<file path="config.mk">
export PLATFORM = sky130hd
export DESIGN_NAME = led_pixel_datapath
export DESIGN_NICKNAME = d
export VERILOG_FILES = /design/src/rtl/led_pkg.sv /design/src/rtl/led_pixel_datapath_mod_counter.sv /design/src/rtl/led_pixel_datapath.sv
export SDC_FILE = /design/constraint.sdc
export NUM_CORES = 1
export LEC_CHECK = 0
export ABC_AREA = 1
export CAP_MARGIN = 20
export CORE_ASPECT_RATIO = 1.2
export CORE_MARGIN = 3
export CORE_UTILIZATION = 42
export CTS_BUF_LIST = sky130_fd_sc_hd__clkbuf_4 sky130_fd_sc_hd__clkbuf_8 sky130_fd_sc_hd__clkbuf_16
export CTS_CLUSTER_DIAMETER = 60
export DETAILED_ROUTE_END_ITERATION = 12
export PLACE_DENSITY = 0.87
export SLEW_MARGIN = 20
export SYNTH_ARGS = -nofsm -noshare
export SYNTH_HDL_FRONTEND = slang
export SYNTH_SLANG_ARGS = --single-unit
</file>
<file path="constraint.sdc">
create_clock -name clk -period 1.3 [get_ports clk]
set_input_delay 0.325 -clock clk [delete_from_list [all_inputs] [get_ports clk]]
set_output_delay 0.325 -clock clk [all_outputs]
set_load 0.03 [all_outputs]
</file>
<file path="src/rtl/led_pkg.sv">
`default_nettype none
// ============================================================================
// Module      : led_pkg
// Description : Shared constants and pixel types for the LED panel pixel
//               datapath (default geometry, counter/address widths, pixel
//               structures as laid out on the frame-buffer read port).
// Revision    : 1.0 - initial release
// ============================================================================
package led_pkg;

    // Default panel geometry and colour depth
    localparam int DEF_COLS  = 32;
    localparam int DEF_ROWS  = 16;
    localparam int DEF_DEPTH = 4;

    // Counter and frame-buffer address widths for the default geometry
    localparam int COL_W  = $clog2(DEF_COLS);
    localparam int ROW_W  = $clog2(DEF_ROWS);
    localparam int ADDR_W = 1 + ROW_W + COL_W;

    // One pixel: r is the most significant component
    typedef struct packed {
        logic [DEF_DEPTH-1:0] r;
        logic [DEF_DEPTH-1:0] g;
        logic [DEF_DEPTH-1:0] b;
    } pixel_t;

    // Upper-half pixel in the MSBs, matching {r1,g1,b1,r0,g0,b0}
    typedef struct packed {
        pixel_t upper;
        pixel_t lower;
    } pixel_pair_t;

endpackage : led_pkg
`default_nettype wire

</file>
<file path="src/rtl/led_pixel_datapath_mod_counter.sv">
`default_nettype none
// ============================================================================
// Module      : mod_counter
// Description : Modulo-MOD up counter with synchronous clear (priority over
//               enable) and a combinational terminal-count flag.
// Revision    : 1.0 - initial release
// ============================================================================
module mod_counter #(
    parameter  int MOD = 32,
    localparam int W   = (MOD > 1) ? $clog2(MOD) : 1
) (
    input  logic         clk,
    input  logic         rst_n,
    input  logic         clr,
    input  logic         enb,
    output logic [W-1:0] count,
    output logic         tc
);

    logic [W-1:0] count_q;
    logic [W-1:0] count_d;

    assign tc    = (count_q == W'(MOD - 1));
    assign count = count_q;

    // Next count: clear wins, enable advances and wraps at terminal count
    always_comb begin
        count_d = count_q;
        if (clr) begin
            count_d = '0;
        end else if (enb) begin
            count_d = tc ? '0 : count_q + 1'b1;
        end
    end

    // Counter register
    always_ff @(posedge clk or negedge rst_n) begin
        if (!rst_n) begin
            count_q <= '0;
        end else begin
            count_q <= count_d;
        end
    end

endmodule : mod_counter
`default_nettype wire

</file>
<file path="src/rtl/led_pixel_datapath.sv">
`default_nettype none
// ============================================================================
// Module      : led_pixel_datapath
// Description : Column/row counters, dual-buffered frame-memory addressing,
//               buffer swap handshake and two-stage PWM serialiser for a
//               HUB75-style LED panel. DEPTH must match led_pkg::DEF_DEPTH
//               because the pixel structures are sized by the package.
//               Optional macro LED_PIXEL_DATAPATH_TEST_PATTERN_EN adds a
//               test_mode input that replaces frame data with a built-in
//               column/row gradient pattern.
// Revision    : 1.0 - initial release
// ============================================================================
module led_pixel_datapath
    import led_pkg::*;
#(
    parameter  int COLS  = DEF_COLS,
    parameter  int ROWS  = DEF_ROWS,
    parameter  int DEPTH = DEF_DEPTH,
    localparam int CW    = $clog2(COLS),
    localparam int RW    = $clog2(ROWS),
    localparam int AW    = 1 + RW + CW
) (
    input  logic               clk,
    input  logic               rst_n,
`ifdef LED_PIXEL_DATAPATH_TEST_PATTERN_EN
    input  logic               test_mode,
`endif
    input  logic               colct_clr,
    input  logic               colct_enb,
    input  logic               rowct_clr,
    input  logic               rowct_enb,
    output logic               colct_eq_31,
    output logic [RW-1:0]      row_addr,
    output logic [AW-1:0]      fb_raddr,
    input  logic [6*DEPTH-1:0] fb_rdata,
    input  logic               swap_req,
    output logic               swap_ack,
    output logic               frame_start,
    output logic [5:0]         rgb
);

    // Largest frame count; the all-ones value is skipped so full scale
    // always compares greater and stays lit.
    localparam logic [DEPTH-1:0] FCT_MAX = DEPTH'((2 ** DEPTH) - 2);

    logic [CW-1:0]    colct;
    logic [RW-1:0]    rowct;
    logic             col_tc;
    logic             row_tc;
    logic             frame_evt;

    logic [DEPTH-1:0] frame_ct_q,    frame_ct_d;
    logic             buf_sel_q,     buf_sel_d;
    logic             swap_ack_q,    swap_ack_d;
    logic             frame_start_q, frame_start_d;
    logic             valid_q,       valid_d;
    logic [5:0]       rgb_q,         rgb_d;
    pixel_pair_t      pix;

    mod_counter #(.MOD(COLS)) u_col_ct (
        .clk   (clk),
        .rst_n (rst_n),
        .clr   (colct_clr),
        .enb   (colct_enb),
        .count (colct),
        .tc    (col_tc)
    );

    mod_counter #(.MOD(ROWS)) u_row_ct (
        .clk   (clk),
        .rst_n (rst_n),
        .clr   (rowct_clr),
        .enb   (rowct_enb),
        .count (rowct),
        .tc    (row_tc)
    );

    // A frame ends only on a real row wrap; a clear on the same cycle cancels it
    assign frame_evt   = rowct_enb & ~rowct_clr & row_tc;
    assign colct_eq_31 = col_tc;
    assign row_addr    = rowct;
    assign fb_raddr    = {buf_sel_q, rowct, colct};
    assign swap_ack    = swap_ack_q;
    assign frame_start = frame_start_q;
    assign rgb         = rgb_q;

    // Frame boundary: advance the PWM frame count, honour a pending swap
    always_comb begin
        frame_ct_d    = frame_ct_q;
        buf_sel_d     = buf_sel_q;
        swap_ack_d    = 1'b0;
        frame_start_d = 1'b0;
        if (frame_evt) begin
            frame_ct_d    = (frame_ct_q == FCT_MAX) ? '0 : frame_ct_q + 1'b1;
            frame_start_d = 1'b1;
            if (swap_req) begin
                buf_sel_d  = ~buf_sel_q;
                swap_ack_d = 1'b1;
            end
        end
    end

`ifdef LED_PIXEL_DATAPATH_TEST_PATTERN_EN
    // Pattern coordinates are delayed one cycle so they line up with the RAM read
    logic [CW-1:0] pat_col_q;
    logic [RW-1:0] pat_row_q;

    // Track the address that the RAM is currently returning data for
    always_ff @(posedge clk or negedge rst_n) begin
        if (!rst_n) begin
            pat_col_q <= '0;
            pat_row_q <= '0;
        end else begin
            pat_col_q <= colct;
            pat_row_q <= rowct;
        end
    end
`endif

    // Stage 2: select the pixel source and serialise by PWM compare
    always_comb begin
        pix = pixel_pair_t'(fb_rdata);
`ifdef LED_PIXEL_DATAPATH_TEST_PATTERN_EN
        if (test_mode) begin
            pix.upper.r = DEPTH'(pat_col_q);
            pix.upper.g = DEPTH'(pat_row_q);
            pix.upper.b = '1;
            pix.lower   = pix.upper;
        end
`endif
        valid_d = 1'b1;
        rgb_d   = rgb_q;
        if (valid_q) begin
            rgb_d = {pix.upper.r > frame_ct_q,
                     pix.upper.g > frame_ct_q,
                     pix.upper.b > frame_ct_q,
                     pix.lower.r > frame_ct_q,
                     pix.lower.g > frame_ct_q,
                     pix.lower.b > frame_ct_q};
        end
    end

    // Datapath and control registers
    always_ff @(posedge clk or negedge rst_n) begin
        if (!rst_n) begin
            frame_ct_q    <= '0;
            buf_sel_q     <= 1'b0;
            swap_ack_q    <= 1'b0;
            frame_start_q <= 1'b0;
            valid_q       <= 1'b0;
            rgb_q         <= '0;
        end else begin
            frame_ct_q    <= frame_ct_d;
            buf_sel_q     <= buf_sel_d;
            swap_ack_q    <= swap_ack_d;
            frame_start_q <= frame_start_d;
            valid_q       <= valid_d;
            rgb_q         <= rgb_d;
        end
    end

endmodule : led_pixel_datapath
`default_nettype wire

</file>
==> results.md <==
- Status: complete, but fails checks
- Failing checks: negative setup slack
- Chip width: 64.3 um
- ANT cells: 0
- Synth Register Bits: 23
- Tcrit/Tclk final: 123%
- Initial core utilization: 45.3%
- Root buf cell: clkbuf_8
- Cell area after synthesis: 0.00171 mm^2
- Clk sink count: 23
- Worst-skew pair later-pin latency: 0.26 ns
- Top FF cell, synth: dfrtp_1
- Largest net degree at the start of global routing: 24
- Final Hold Viols: 0
- RePlAce Congestion: 0.823
- Post-synthesis sequential area ratio: 33.6%
- Antenna violations before repair: 0
- Lkg Pwr: 0.00145 uW
- PwrDens: 742 mW/mm^2
- WL/cell: 11.7 um
- I/O pins: 54
- Die area: 0.00489 mm^2
- Residual DRC: 0
- Placed insts: 355
- Hold-fix buffers, CTS: 0
- Detailed placement HPWL: 3.15 mm
- Final WS setup: -0.295 ns
- HP Class: input port to asynchronous set/reset pin
- Core area: 0.00378 mm^2
- Yosys cell types: 19
- Worst r2r src: u_col_ct.count[1]
- CP arrival: 1.27 ns
- Final Setup Violations: 6
- FF-to-FF path depth: 8
- Yosys warns: 0
- Worst setup EP type: output pin
- Post-Route WL: 4.27 mm
- CTS tree: done
- Layout Skew: 0.00483 ns
- Worst Setup SP: u_col_ct.count[1]
- Max Slew Vio Count: 0
- Vias in the first global route: 1645
- Initial DRC count: 72
- Worst VDD drop: 0.489 mV
- Highest clock rate: 0.627 GHz
- Max clock buf depth: 2
- Worst-path clk slew: 0.08 ns
- Post-route insts no fill: 365
- Crit-path max FO: 2
- Total power: 2000 uW
- Synth Net Count: 298
- IO Port Bufs: 53
- Min Clock Period, post-route: 1.60 ns
- Setup CP Type: flop to output pin
- Total CTS buffers: 3
- Post-synth ARST share: 100%
- Avg Synthesized Cell Area: 7.14 um^2
- CP startpoint kind: flop
- Area growth syn-to-layout: 57.5%
- Routed Antenna Nets: 0
- GRT Total Usage: 17.4%
- Cell Rows: 24
- First-pass GRT wire length: 6.96 mm
- Gate Count Post-Synth: 240
- Nets: 372
- Unrepaired setup endpoints after global routing: yes
- Pre-CTS setup slack: -0.232 ns
- # Max-Cap Violations: 0
- Detailed Routing Iterations Pass 1: 4
- Die Ht: 76.0 um
- H-Tree Level Count: 1
- Utilization after layout: 71.4%
- Via count: 1708
- Via density: 4.68
- Gr ovfl total: 0
- Post-synth EDFFs: 0
- Required time of the critical path: 0.98 ns
- Share of layout cells above drive strength 1: 28.1%
## through the flow
stage	TNS, ns	instance area, um^2	hold slack (ns)
floorplan	-0.415	1750	0.0294
global placement	-2.15	2400	0.473
detailed placement	-2.89	2400	0.480
CTS	-0.931	2530	0.398
global route	-1.26	2700	0.415
finish	-0.871	2700	0.397
## cells in the mapped netlist (2+ instances only)
cell type / instances / area (um^2)
nand2_1: 89 / 334
inv_1: 40 / 150
ha_1: 27 / 338
dfrtp_1: 23 / 576
nor2_1: 22 / 82.6
nand3_1: 10 / 50.1
a21oi_1: 7 / 35.0
buf_4: 5 / 37.5
o21ai_0: 5 / 25.0
buf_2: 2 / 10.0
nand4_1: 2 / 12.5
## placed cells by master (no fill, tap or decap), drive strengths merged
cell | netlist | layout
ha | 27 | 27
dfrtp | 23 | 23
nand3b | 1 | 1
o21ai | 5 | 5
nor3b | 1 | 1
nand4 | 2 | 2
clkbuf | 0 | 3
dlymetal6s2s | 0 | 3
buf | 7 | 46
a21oi | 8 | 8
a22o | 1 | 1
nor2 | 23 | 23
nand3 | 11 | 11
inv | 40 | 40
clkdlybuf4s50 | 0 | 27
conb | 1 | 1
clkinv | 0 | 1
nand2 | 90 | 90
## area by class of cell
type | instances | area (um^2)
sequential | 23 | 584
timing repair buffer | 76 | 727
fill | 302 | 1080
tap | 52 | 65.1
clock buffer | 3 | 41.3
inverter | 40 | 155
multi-input combinational | 170 | 1120
clock inverter | 1 | 5.00
## where the power goes
part | internal, uW | leakage, uW | switching [uW]
registers | 777 | 0.000290 | 50.9
clock network | 214 | 0.0000255 | 231
logic | 369 | 0.00114 | 363
## what timing repair did
action / in CTS / in global routing
buffers inserted: 4 / 4
resized for setup: 18 / 33
pin swaps: 4 / 27
setup endpoints to repair: 17 / 20
## path summary, 6_finish.rpt
path	slack [ns]	endpoint
setup / recovery	-0.30	colct_eq_31
hold / removal	0.40	u_col_ct.count[3]
setup reg to reg	-0.21	u_col_ct.count[3]
hold reg to reg	0.49	buf_sel_q
max in group asynchronous	0.74	u_row_ct.count[0]
min in group clk	0.49	buf_sel_q
## metal layers
metal	global-route usage, %	wire, um
met1	19.9	1740
met2	32.4	2270
met5	0	0
met3	1.92	207
met4	6.55	58
## state kept, by name (all words and copies together) (netlist names)
| signal | cells |
|---|---|
| frame_ct_q | 4 |
| valid_q | 1 |
| rgb | 6 |
| u_col_ct.count | 5 |
| buf_sel_q | 1 |
| frame_start | 1 |
| u_row_ct.count | 4 |
| swap_ack | 1 |
## cells by family after synthesis
family                     after synthesis  share of synthesized area [%]
AOI/OAI and AO/OA                       14                           4.53
adders and majority gates               27                           19.7
buffers and inverters                   47                           11.5
DFF                                     23                           33.6
other                                    1                          0.219
and+or+nand+nor                        128                           30.4
## worst max-delay path: stages, from the launching register on
cell and delay, ns:
dfrtp_2 0.44, ha_4 0.17, nand2_4 0.07, nor2_4 0.04, ha_4 0.16, buf_6 0.13
No activity file was read; power rests on OpenSTA's default activity.
